## config.mk

```make
export PLATFORM = sky130hd
export DESIGN_NAME = jk_excite_seq
export DESIGN_NICKNAME = d
export VERILOG_FILES = /design/src/rtl/jk_excite_seq.sv
export SDC_FILE = /design/constraint.sdc
export NUM_CORES = 1
export LEC_CHECK = 0
export BUFFER_PORTS_ARGS = -buffer_cell sky130_fd_sc_hd__buf_2
export CORE_MARGIN = 2
export CORE_UTILIZATION = 40
export DETAILED_ROUTE_END_ITERATION = 8
export GPL_TIMING_DRIVEN = 0
export MAX_ROUTING_LAYER = met4
export SYNTH_ARGS = -nofsm -noshare
export SYNTH_HDL_FRONTEND = slang
export SYNTH_SLANG_ARGS = --single-unit
```

## constraint.sdc

```tcl
create_clock -name clk -period 3.59 [get_ports clk]
set_input_delay 0 -clock clk [delete_from_list [all_inputs] [get_ports clk]]
set_output_delay 0 -clock clk [all_outputs]
set_load 0.02 [all_outputs]
```

## src/rtl/jk_excite_seq.sv

```systemverilog
`default_nettype none
// ============================================================================
// Module   : jk_excite_seq
// Brief    : Drives J/K of an external JK flip-flop so that Q reaches each
//            offered target bit, then checks Q and counts sent bits and misses.
// Revision : 1.0 - initial release
// ============================================================================
module jk_excite_seq #(
    parameter int CNT_W = 8
) (
    input  logic             clk,
    input  logic             reset,
    input  logic             tgt_valid,
    input  logic             tgt_bit,
    output logic             tgt_ready,
    input  logic             toggle_pref,
    input  logic             clear,
    input  logic             q_in,
    output logic             J,
    output logic             K,
    output logic             mismatch,
    output logic [CNT_W-1:0] sent_cnt,
    output logic [CNT_W-1:0] err_cnt
);

    typedef enum logic [1:0] {
        IDLE  = 2'd0,
        DRIVE = 2'd1,
        CHECK = 2'd2
    } state_t;

    localparam logic [CNT_W-1:0] c_cnt_one = CNT_W'(1);

    state_t           r_state;
    state_t           w_state_nxt;
    logic             r_tgt;
    logic             r_j;
    logic             r_k;
    logic             r_mismatch;
    logic [CNT_W-1:0] r_sent;
    logic [CNT_W-1:0] r_err;

    logic             w_diff;
    logic             w_capture;
    logic             w_j_nxt;
    logic             w_k_nxt;
    logic             w_mis_nxt;
    logic             w_sent_inc;
    logic             w_err_inc;

    assign w_diff = tgt_bit ^ q_in;

    always_ff @(posedge clk or posedge reset) begin
        if (reset) begin
            r_state <= IDLE;
        end else begin
            r_state <= w_state_nxt;
        end
    end

    always_comb begin
        w_state_nxt = r_state;
        w_capture   = 1'b0;
        w_j_nxt     = 1'b0;
        w_k_nxt     = 1'b0;
        w_mis_nxt   = 1'b0;
        w_sent_inc  = 1'b0;
        w_err_inc   = 1'b0;
        case (r_state)
            IDLE: begin
                if (tgt_valid) begin
                    w_capture   = 1'b1;
                    w_state_nxt = DRIVE;
                    // Toggle style uses J=K=1 for any change; default style sets/resets
                    if (toggle_pref) begin
                        w_j_nxt = w_diff;
                        w_k_nxt = w_diff;
                    end else begin
                        w_j_nxt = tgt_bit & ~q_in;
                        w_k_nxt = ~tgt_bit & q_in;
                    end
                end
            end
            DRIVE: begin
                w_state_nxt = CHECK;
                w_sent_inc  = 1'b1;
            end
            CHECK: begin
                w_state_nxt = IDLE;
                if (q_in != r_tgt) begin
                    w_mis_nxt = 1'b1;
                    w_err_inc = 1'b1;
                end
            end
            default: begin
                w_state_nxt = IDLE;
            end
        endcase
    end

    always_ff @(posedge clk or posedge reset) begin
        if (reset) begin
            r_tgt      <= 1'b0;
            r_j        <= 1'b0;
            r_k        <= 1'b0;
            r_mismatch <= 1'b0;
            r_sent     <= '0;
            r_err      <= '0;
        end else begin
            r_j        <= w_j_nxt;
            r_k        <= w_k_nxt;
            r_mismatch <= w_mis_nxt;
            if (w_capture) begin
                r_tgt <= tgt_bit;
            end
            // Clear wins over any increment landing on the same edge
            if (clear) begin
                r_sent <= '0;
                r_err  <= '0;
            end else begin
                if (w_sent_inc) begin
                    r_sent <= r_sent + c_cnt_one;
                end
                if (w_err_inc && (r_err != '1)) begin
                    r_err <= r_err + c_cnt_one;
                end
            end
        end
    end

    assign tgt_ready = (r_state == IDLE);
    assign J         = r_j;
    assign K         = r_k;
    assign mismatch  = r_mismatch;
    assign sent_cnt  = r_sent;
    assign err_cnt   = r_err;

endmodule
`default_nettype wire

```

Word level (Yosys, flattened, before mapping)

Cells that the tools add are included.

Bits in registers: 22
Bits in latches: 0
Memory bits (writable): 0
ROM bits: 0
Output and inout bits: 20
Logic and storage cells: 40
Memories kept: 0

Add/subtract/negate cells: 2
$mul: 0
Div/mod/pow operators: 0
$lt $le $gt $ge: 0
Eq/ne operators: 5
Shift-type cells: 0
Multiplexer cells: 17
Bitwise gates (word level): 5
Reductions and logical operators: 4

Operators with widths:

| cell                                                | count |
|---|---|
| two-way mux 8 bit                                   | 4 |
| adder 8 x 1 -> 8 bit, second input constant         | 2 |
| two-way mux 1 bit                                   | 11 |
| != test 8 bit, second input constant                | 1 |
| one-hot mux 2 bit (2 select lines)                  | 1 |
| nonzero test 2 bit                                  | 2 |
| bitwise AND 1 bit                                   | 2 |
| equality test 2 x 1 -> 1 bit, second input constant | 1 |
| equality test 2 bit, second input constant          | 1 |
| zero test 2 bit                                     | 1 |
| two-way mux 2 bit                                   | 1 |
| != test 2 bit, second input constant                | 1 |
| NOT 1 bit                                           | 2 |
| logical AND 1 bit                                   | 1 |
| != test 1 bit                                       | 1 |
| XOR 1 bit                                           | 1 |

Logic depth before layout (Yosys ltp)

Gate-level depths: netlist (run 1).

Word-level depth: 6
Mapped depth: 6
Depth with buffers taken out: 5

Least setup slack after synthesis (run 1)

No wires, ideal clock.

Path kind: register to register
Start point: register r_state[0]
End point: register r_err[0] (netlist: err_cnt[0])
Setup time: 0.125 ns
Arrival: 1.460 ns
Required time: 3.465 ns
Slack: 2.005 ns
Stages on the path, launching flop included: 6
Buffers on the path: 1
Period minus slack after synthesis: 1.585 ns
Path through: dfrtp_1 -> nand2b_1 -> or2_0 -> buf_2 -> a31oi_1 -> mux2_2

Longest elaborated chain between the ends: 4

Ends and longest elaborated chain:

| element                             | line | source |
|---|---|---|
| from (decl)                         | 34   | `state_t r_state;` |
| from (signal assigned)              | 57   | `r_state <= w_state_nxt;` |
| equality test 2 bit                 | 69   | `case (r_state)` |
| two-way mux 1 bit                   | 69   |  |
| logical AND 1 bit                   | 124  | `if (w_err_inc && (r_err != '1)) begin` |
| nonzero test 2 bit (no source line) | n/a  |  |
| to (signal assigned)                | 125  | `r_err <= r_err + c_cnt_one;` |
| to (decl)                           | 41   | `logic [CNT_W-1:0] r_err;` |

No other way between the ends.
A chain may end at the register's enable or synchronous reset.

Worst setup path in the final report (run 1)

Ends and elaborated chain as after synthesis.

==> flow_metrics.env, run 1 <==
export IMPL_syn_nets=123
export IMPL_tightest_slew_ns=0.810
export IMPL_seq_area_frac_synth=0.506
export IMPL_finalMaxSlewViolations=0
export IMPL_crit_type="reg2reg"
export IMPL_dp_hpwl_um=1530
export IMPL_period_minus_slack_ns=1.73
export IMPL_post_route_period_util=0.483
export IMPL_finalClockSkew_ns=0.000889
export IMPL_num_vias=903
export IMPL_crit_end="err_cnt[0]"
export IMPL_cts_root_buf="clkbuf_4"
export IMPL_synth_ff_type="dfrtp_1"
export IMPL_synth_most_common_cell="dfrtp_1"
export IMPL_wirelength_um=2130
export IMPL_end_kind="flop"
export IMPL_synth_common_cells="22 x dfrtp_1, 12 x nor2_1, 9 x nand2_1"
export IMPL_setup_tns_ns=0
export IMPL_num_rows=18
export IMPL_io_buffers=25
export IMPL_synth_mux_area_frac=0.0483
export IMPL_overflow=0
export IMPL_yosysTopAreaCell="dfrtp_1"
export IMPL_r2r_end="err_cnt[0]"
export IMPL_grt_start_max_net_pins=23
export IMPL_ant_nets=0
export IMPL_synth_edff_count=0
export IMPL_rsz0062_at_grt="no"
export IMPL_antenna_found_initial=0
export IMPL_r2r_start="r_state[0]"
export IMPL_synth_cell_types=30
export IMPL_clock_latency_ns=0.31
export IMPL_reg2regPathDepth=5
export IMPL_timing_critical_path_fanout_max=6
export IMPL_p_per_area_nw_per_um2=365
export IMPL_detail_route_wl_per_cell_um=12.1
export IMPL_die_area_um2=3150
export IMPL_startpoint="r_state[0]"
export IMPL_max_slew_margin_rel=0.459
export IMPL_status="completed"
export IMPL_p_leak_nw=0.661
export IMPL_syn_to_final_growth_pct=22.9
export IMPL_synth_compound_area_frac=0.0770
export IMPL_core_area_um2=2520
export IMPL_cap_viol_max_count=0
export IMPL_async_reset_ff_frac=1.00
export IMPL_required_ns=3.81
export IMPL_final_hold_violation_count=0
export IMPL_synth_seq_cells=22
export IMPL_nNetsFinal=158
export IMPL_syn_avg_cell_area_um2=9.72
export IMPL_synth_simple_gate_area_frac=0.228
export IMPL_io_pins=27
export IMPL_synth_top_family_by_area="simple AND/OR/NAND/NOR gates"
export IMPL_crit_arrival_ns=1.95
export IMPL_drc=0
export IMPL_netlist_instances=112
export IMPL_cts_tree="done"
export IMPL_yosys_area_share_adder=0.0460
export IMPL_grt_pass1_vias=804
export IMPL_start_util=0.432
export IMPL_cts_buffers=3
export IMPL_synth_top_cell_area_share=0.506
export IMPL_cp_start_kind="flop"
export IMPL_hold_path_class="in2reg"
export IMPL_grt_usage=0.146
export IMPL_die_x_um=56.2
export IMPL_cts_max_path_buffers=2
export IMPL_n_antenna_cell=0
export IMPL_reg2reg_slack_ns=1.86
export IMPL_setup_violations=0
export IMPL_clock_sinks=22
export IMPL_synthTopCellsByArea="dfrtp_1 51%, ha_1 4.6%, nor2_1 4.1%"
export IMPL_post_drt_via_cell_ratio=5.13
export IMPL_clk_pin_slew_ns=0.12
export IMPL_synth_xor_area_share=0.0563
export IMPL_grt_first_pass_wirelength_um=3570
export IMPL_setup_ws_ns=1.86
export IMPL_cts_htree_levels=1
export IMPL_drtIter0Drc=14
export IMPL_synth_area_um2=1090
export IMPL_max_freq_mhz=577
export IMPL_dp_slack_ns=1.88
export IMPL_drive_gt1_frac=0.219
export IMPL_ys_warnings_count=0
export IMPL_peakVddDrop_uv=210
export IMPL_gp_congestion=0.816
export IMPL_die_h_um=56.2
export IMPL_firstDrtPassIters=4
## worst min path at each step
stage	end	cells after the start	startpoint
floorplan	J	1	reset
global route	K	4	q_in
global placement	J	2	reset
CTS	err_cnt[2]	2	clear
detailed placement	K	2	reset
finish	err_cnt[2]	2	clear
## logic make-up (layout without fill, tap and decap cells)
| kind of cell | Yosys count | count (layout) |
|---|---|---|
| and+or+nand+nor | 49 | 49 |
| DFF | 22 | 22 |
| AOI/OAI and AO/OA | 14 | 14 |
| buffers and inverters | 11 | 45 |
| xor gates and xnor gates | 7 | 7 |
| muxes | 5 | 5 |
| adders and majority gates | 4 | 4 |
## layout by cell type, fill, tap and decap left out
cell / instances
a211oi_1: 1
a21oi_1: 5
a31oi_1: 3
and3_1: 1
buf_1: 1
buf_2: 26
clkbuf_1: 2
clkbuf_4: 3
clkbuf_8: 1
dfrtp_1: 22
dlygate4sd3_1: 5
ha_1: 4
inv_1: 7
mux2_2: 2
mux2i_1: 3
nand2_1: 9
nand2b_1: 6
nand3_1: 3
nand3b_1: 1
nand4_1: 4
nor2_1: 12
nor2b_1: 3
nor3_1: 4
nor4_1: 3
o21a_1: 1
o21ai_0: 2
o21bai_1: 1
o31ai_1: 1
or2_0: 1
or3_1: 1
or4_1: 1
xnor2_1: 4
xor2_1: 3
## through the flow
stage                     hold WS [ns]  std cells  power [W]  utilization  area [um2]
after global placement           0.212        167   0.000346        0.496        1250
after detailed placement         0.217        167   0.000349        0.496        1250
after CTS                       0.0988        176   0.000494        0.530        1340
final                           0.0914        176   0.000488        0.530        1340
after global routing             0.139        176   0.000514        0.530        1340
after floorplan                -0.0108        112   0.000326            -        1090
## report_power, final
| part | internal, W | switching [W] |
|---|---|---|
| logic | 0.0000306 | 0.0000476 |
| registers | 0.000260 | 0.00000941 |
| clock network | 0.0000620 | 0.0000786 |
| total | 0.000353 | 0.000136 |
## flip-flops by register name, indices dropped and copies added, names as in the netlist
name / cells
err_cnt: 8
sent_cnt: 8
r_state: 2
J: 1
K: 1
mismatch: 1
r_tgt: 1
## final cells by class
type / count / area [um2]
buffer: 4 / 16.3
clock buffer: 4 / 36.3
fill: 241 / 1180
inverter: 7 / 26.3
multi-input combinational: 79 / 495
sequential: 22 / 551
tap: 30 / 37.5
timing repair buffer: 30 / 175
## repair_timing
item,4_1_cts,5_1_grt
hold buffers,5,0
setup buffers,0,0
setup endpoints to repair,0,0
endpoints found under the hold margin,26,0
gates resized for setup,0,0
## metal layers
layer / GRT usage / up-vias / part of all wire
met5: - / - / 0
met4: 0.0408 / 0 / 0.014
met3: 0.0302 / 3 / 0.051
met2: 0.227 / 29 / 0.46
met1: 0.194 / 417 / 0.47
li1: - / 454 / -
## worst max-delay path: stages (launching register included)
cell	delay (ns)
dfrtp_1	0.42
nand2b_1	0.20
or2_0	0.23
buf_2	0.15
a31oi_1	0.26
mux2_2	0.37
(Power assumes the default switching activity.)
==> run 2, diff against run 1 <==
--- a/config.mk
+++ b/config.mk
@@ -11,6 +11,7 @@
 export DETAILED_ROUTE_END_ITERATION = 8
 export GPL_TIMING_DRIVEN = 0
 export MAX_ROUTING_LAYER = met4
+export PLACE_DENSITY = 0.65
 export SYNTH_ARGS = -nofsm -noshare
 export SYNTH_HDL_FRONTEND = slang
 export SYNTH_SLANG_ARGS = --single-unit
==> constraint.sdc (replaced) <==
create_clock -name clk -period 1.4 [get_ports clk]
set_input_delay 0 -clock clk [delete_from_list [all_inputs] [get_ports clk]]
set_output_delay 0 -clock clk [all_outputs]
set_load 0.02 [all_outputs]
==> run 2 against run 1 <==
  * The run now ends with negative setup slack left
  * Cell count increased by 2.3%
  * Worst setup slack got worse by 2.0 ns
  * Routed wire length increased by 12%
  * Sequential share of layout area decreased by 3.5 points
  * Critical path type unchanged
  * Largest cell class is now multi-input gates
==> flow_metrics.env, run 2 (synthesis results as in run 1) <==
export IMPL_cpPeakStageDelay_ns=0.43
export IMPL_r2r_end="err_cnt[3]"
export IMPL_drc=0
export IMPL_overflow=0
export IMPL_finalClockSkew_ns=0.0112
export IMPL_wirelength_um=2390
export IMPL_dp_hpwl_um=1570
export IMPL_holdPathStages=4
export IMPL_drtIter0Drc=17
export IMPL_clock_latency_ns=0.32
export IMPL_antenna_found_initial=0
export IMPL_p_leak_nw=0.700
export IMPL_cp_slowest_cell="dfrtp_1"
export IMPL_cap_viol_max_count=0
export IMPL_clk_pin_slew_ns=0.14
export IMPL_reg2reg_slack_ns=-0.18
export IMPL_p_per_area_nw_per_um2=997
export IMPL_path_cells="xnor2_2 -> or2_0 -> buf_4 -> a211oi_2 -> mux2_4"
export IMPL_die_h_um=56.2
export IMPL_nNetsFinal=162
export IMPL_post_layout_nonfiller_instances=180
export IMPL_clock_sinks=22
export IMPL_required_ns=1.61
export IMPL_peakVddDrop_uv=657
export IMPL_tightest_slew_ns=0.834
export IMPL_n_antenna_cell=0
export IMPL_cts_buffers=3
export IMPL_max_slew_margin_rel=0.443
export IMPL_hold_path_class="in2reg"
export IMPL_post_drt_via_cell_ratio=5.36
export IMPL_cts_htree_levels=1
export IMPL_cts_max_path_buffers=2
export IMPL_finalMaxSlewViolations=0
export IMPL_detail_route_wl_per_cell_um=13.3
export IMPL_cp_start_kind="flop"
export IMPL_final_hold_violation_count=0
export IMPL_status="complete, but fails checks"
export IMPL_io_buffers=25
export IMPL_num_rows=18
export IMPL_die_x_um=56.2
export IMPL_setup_violations=6
export IMPL_start_util=0.432
export IMPL_cts_tree="done"
export IMPL_cp_num_buf_inv=1
export IMPL_post_route_period_util=1.13
export IMPL_dp_cells=167
export IMPL_ant_nets=0
export IMPL_grt_first_pass_wirelength_um=4030
export IMPL_drive_gt1_frac=0.333
export IMPL_cts_root_buf="clkbuf_4"
export IMPL_violations="negative setup slack"
export IMPL_end_kind="flop"
export IMPL_grt_usage=0.164
export IMPL_whs_endpoint="K"
export IMPL_period_minus_slack_ns=1.58
export IMPL_firstDrtPassIters=5
export IMPL_crit_type="reg2reg"
export IMPL_r2r_start="r_tgt"
export IMPL_num_vias=965
export IMPL_min_from="q_in"
export IMPL_io_pins=27
export IMPL_reg2regPathDepth=5
export IMPL_timing_critical_path_fanout_max=5
export IMPL_die_area_um2=3150
export IMPL_gp_congestion=0.822
export IMPL_crit_arrival_ns=1.79
export IMPL_core_area_um2=2520
export IMPL_grt_pass1_vias=922
export IMPL_syn_to_final_growth_pct=34.9
export IMPL_rsz0062_at_grt="yes"
export IMPL_max_freq_mhz=634
export IMPL_setup_ws_ns=-0.177
export IMPL_layout_commonest_cell="buf_2"
export IMPL_grt_start_max_net_pins=23
export IMPL_setup_tns_ns=-0.704
export IMPL_layout_common_cells="26 x buf_2, 20 x dfrtp_1, 11 x nor2_1"
export IMPL_cpLargestDelayFamily="flip-flops"
## run 2: tightest hold or removal path: stages
cell and delay [ns]:
buf_2 0.13, ha_1 0.18, nand2b_1 0.06, a21oi_1 0.06
## run 2: report_power, final
part           total, W  internal (W)  switching (W)  leakage [nW]
clock network  0.000503      0.000289       0.000213        0.0279
logic          0.000266      0.000122       0.000143         0.374
registers      0.000697      0.000667      0.0000297         0.298
total           0.00147       0.00108       0.000386         0.700
## run 2: timing repair
action / 4_1_cts / 5_1_grt
pin swaps: 1 / 1
gates resized for setup: 3 / 5
endpoints found under the setup margin: 6 / 11
endpoints found under the hold margin: 26 / 0
buffers inserted: 5 / 0
hold buffers: 4 / 0
## run 2: cell type report
| cell class | count | area, um2 |
|---|---|---|
| fillers | 223 | 1050 |
| clock inverters | 1 | 30.0 |
| clock buffers | 3 | 22.5 |
| well taps | 30 | 37.5 |
| plain buffers | 4 | 20.0 |
| multi-input cells | 79 | 573 |
| inverters | 7 | 26.3 |
| flip-flops and latches | 22 | 553 |
| repair buffers | 34 | 206 |
## run 2: worst max-delay path by stage
stage | start | end | slack, ns | cells after the start
finish | r_tgt | err_cnt[3] | -0.18 | 5
global placement | r_tgt | err_cnt[0] | -0.13 | 5
floorplan | r_state[0] | err_cnt[3] | -0.08 | 5
global route | r_tgt | err_cnt[4] | -0.24 | 5
CTS | r_state[0] | err_cnt[4] | -0.15 | 5
detailed placement | r_tgt | err_cnt[3] | -0.16 | 5
## run 2: per-layer routing
metal / track usage / vias up / routed length [um]
li1: - / 464 / -
met1: 0.204 / 472 / 1090
met2: 0.276 / 24 / 1190
met3: 0.0233 / 5 / 71
met4: 0.0510 / 0 / 34
met5: - / - / 0
## run 2: metrics by stage
stage | worst slack [ns] | power [W] | utilization | instance area (um2) | hold slack (ns)
global placement | -0.135 | 0.000907 | 0.518 | 1310 | 0.199
detailed placement | -0.163 | 0.000914 | 0.518 | 1310 | 0.215
floorplan | -0.0771 | 0.000854 | - | 1140 | -0.0109
finish | -0.177 | 0.00147 | 0.582 | 1470 | 0.148
global route | -0.238 | 0.00154 | 0.582 | 1470 | 0.159
CTS | -0.155 | 0.00147 | 0.576 | 1450 | 0.116
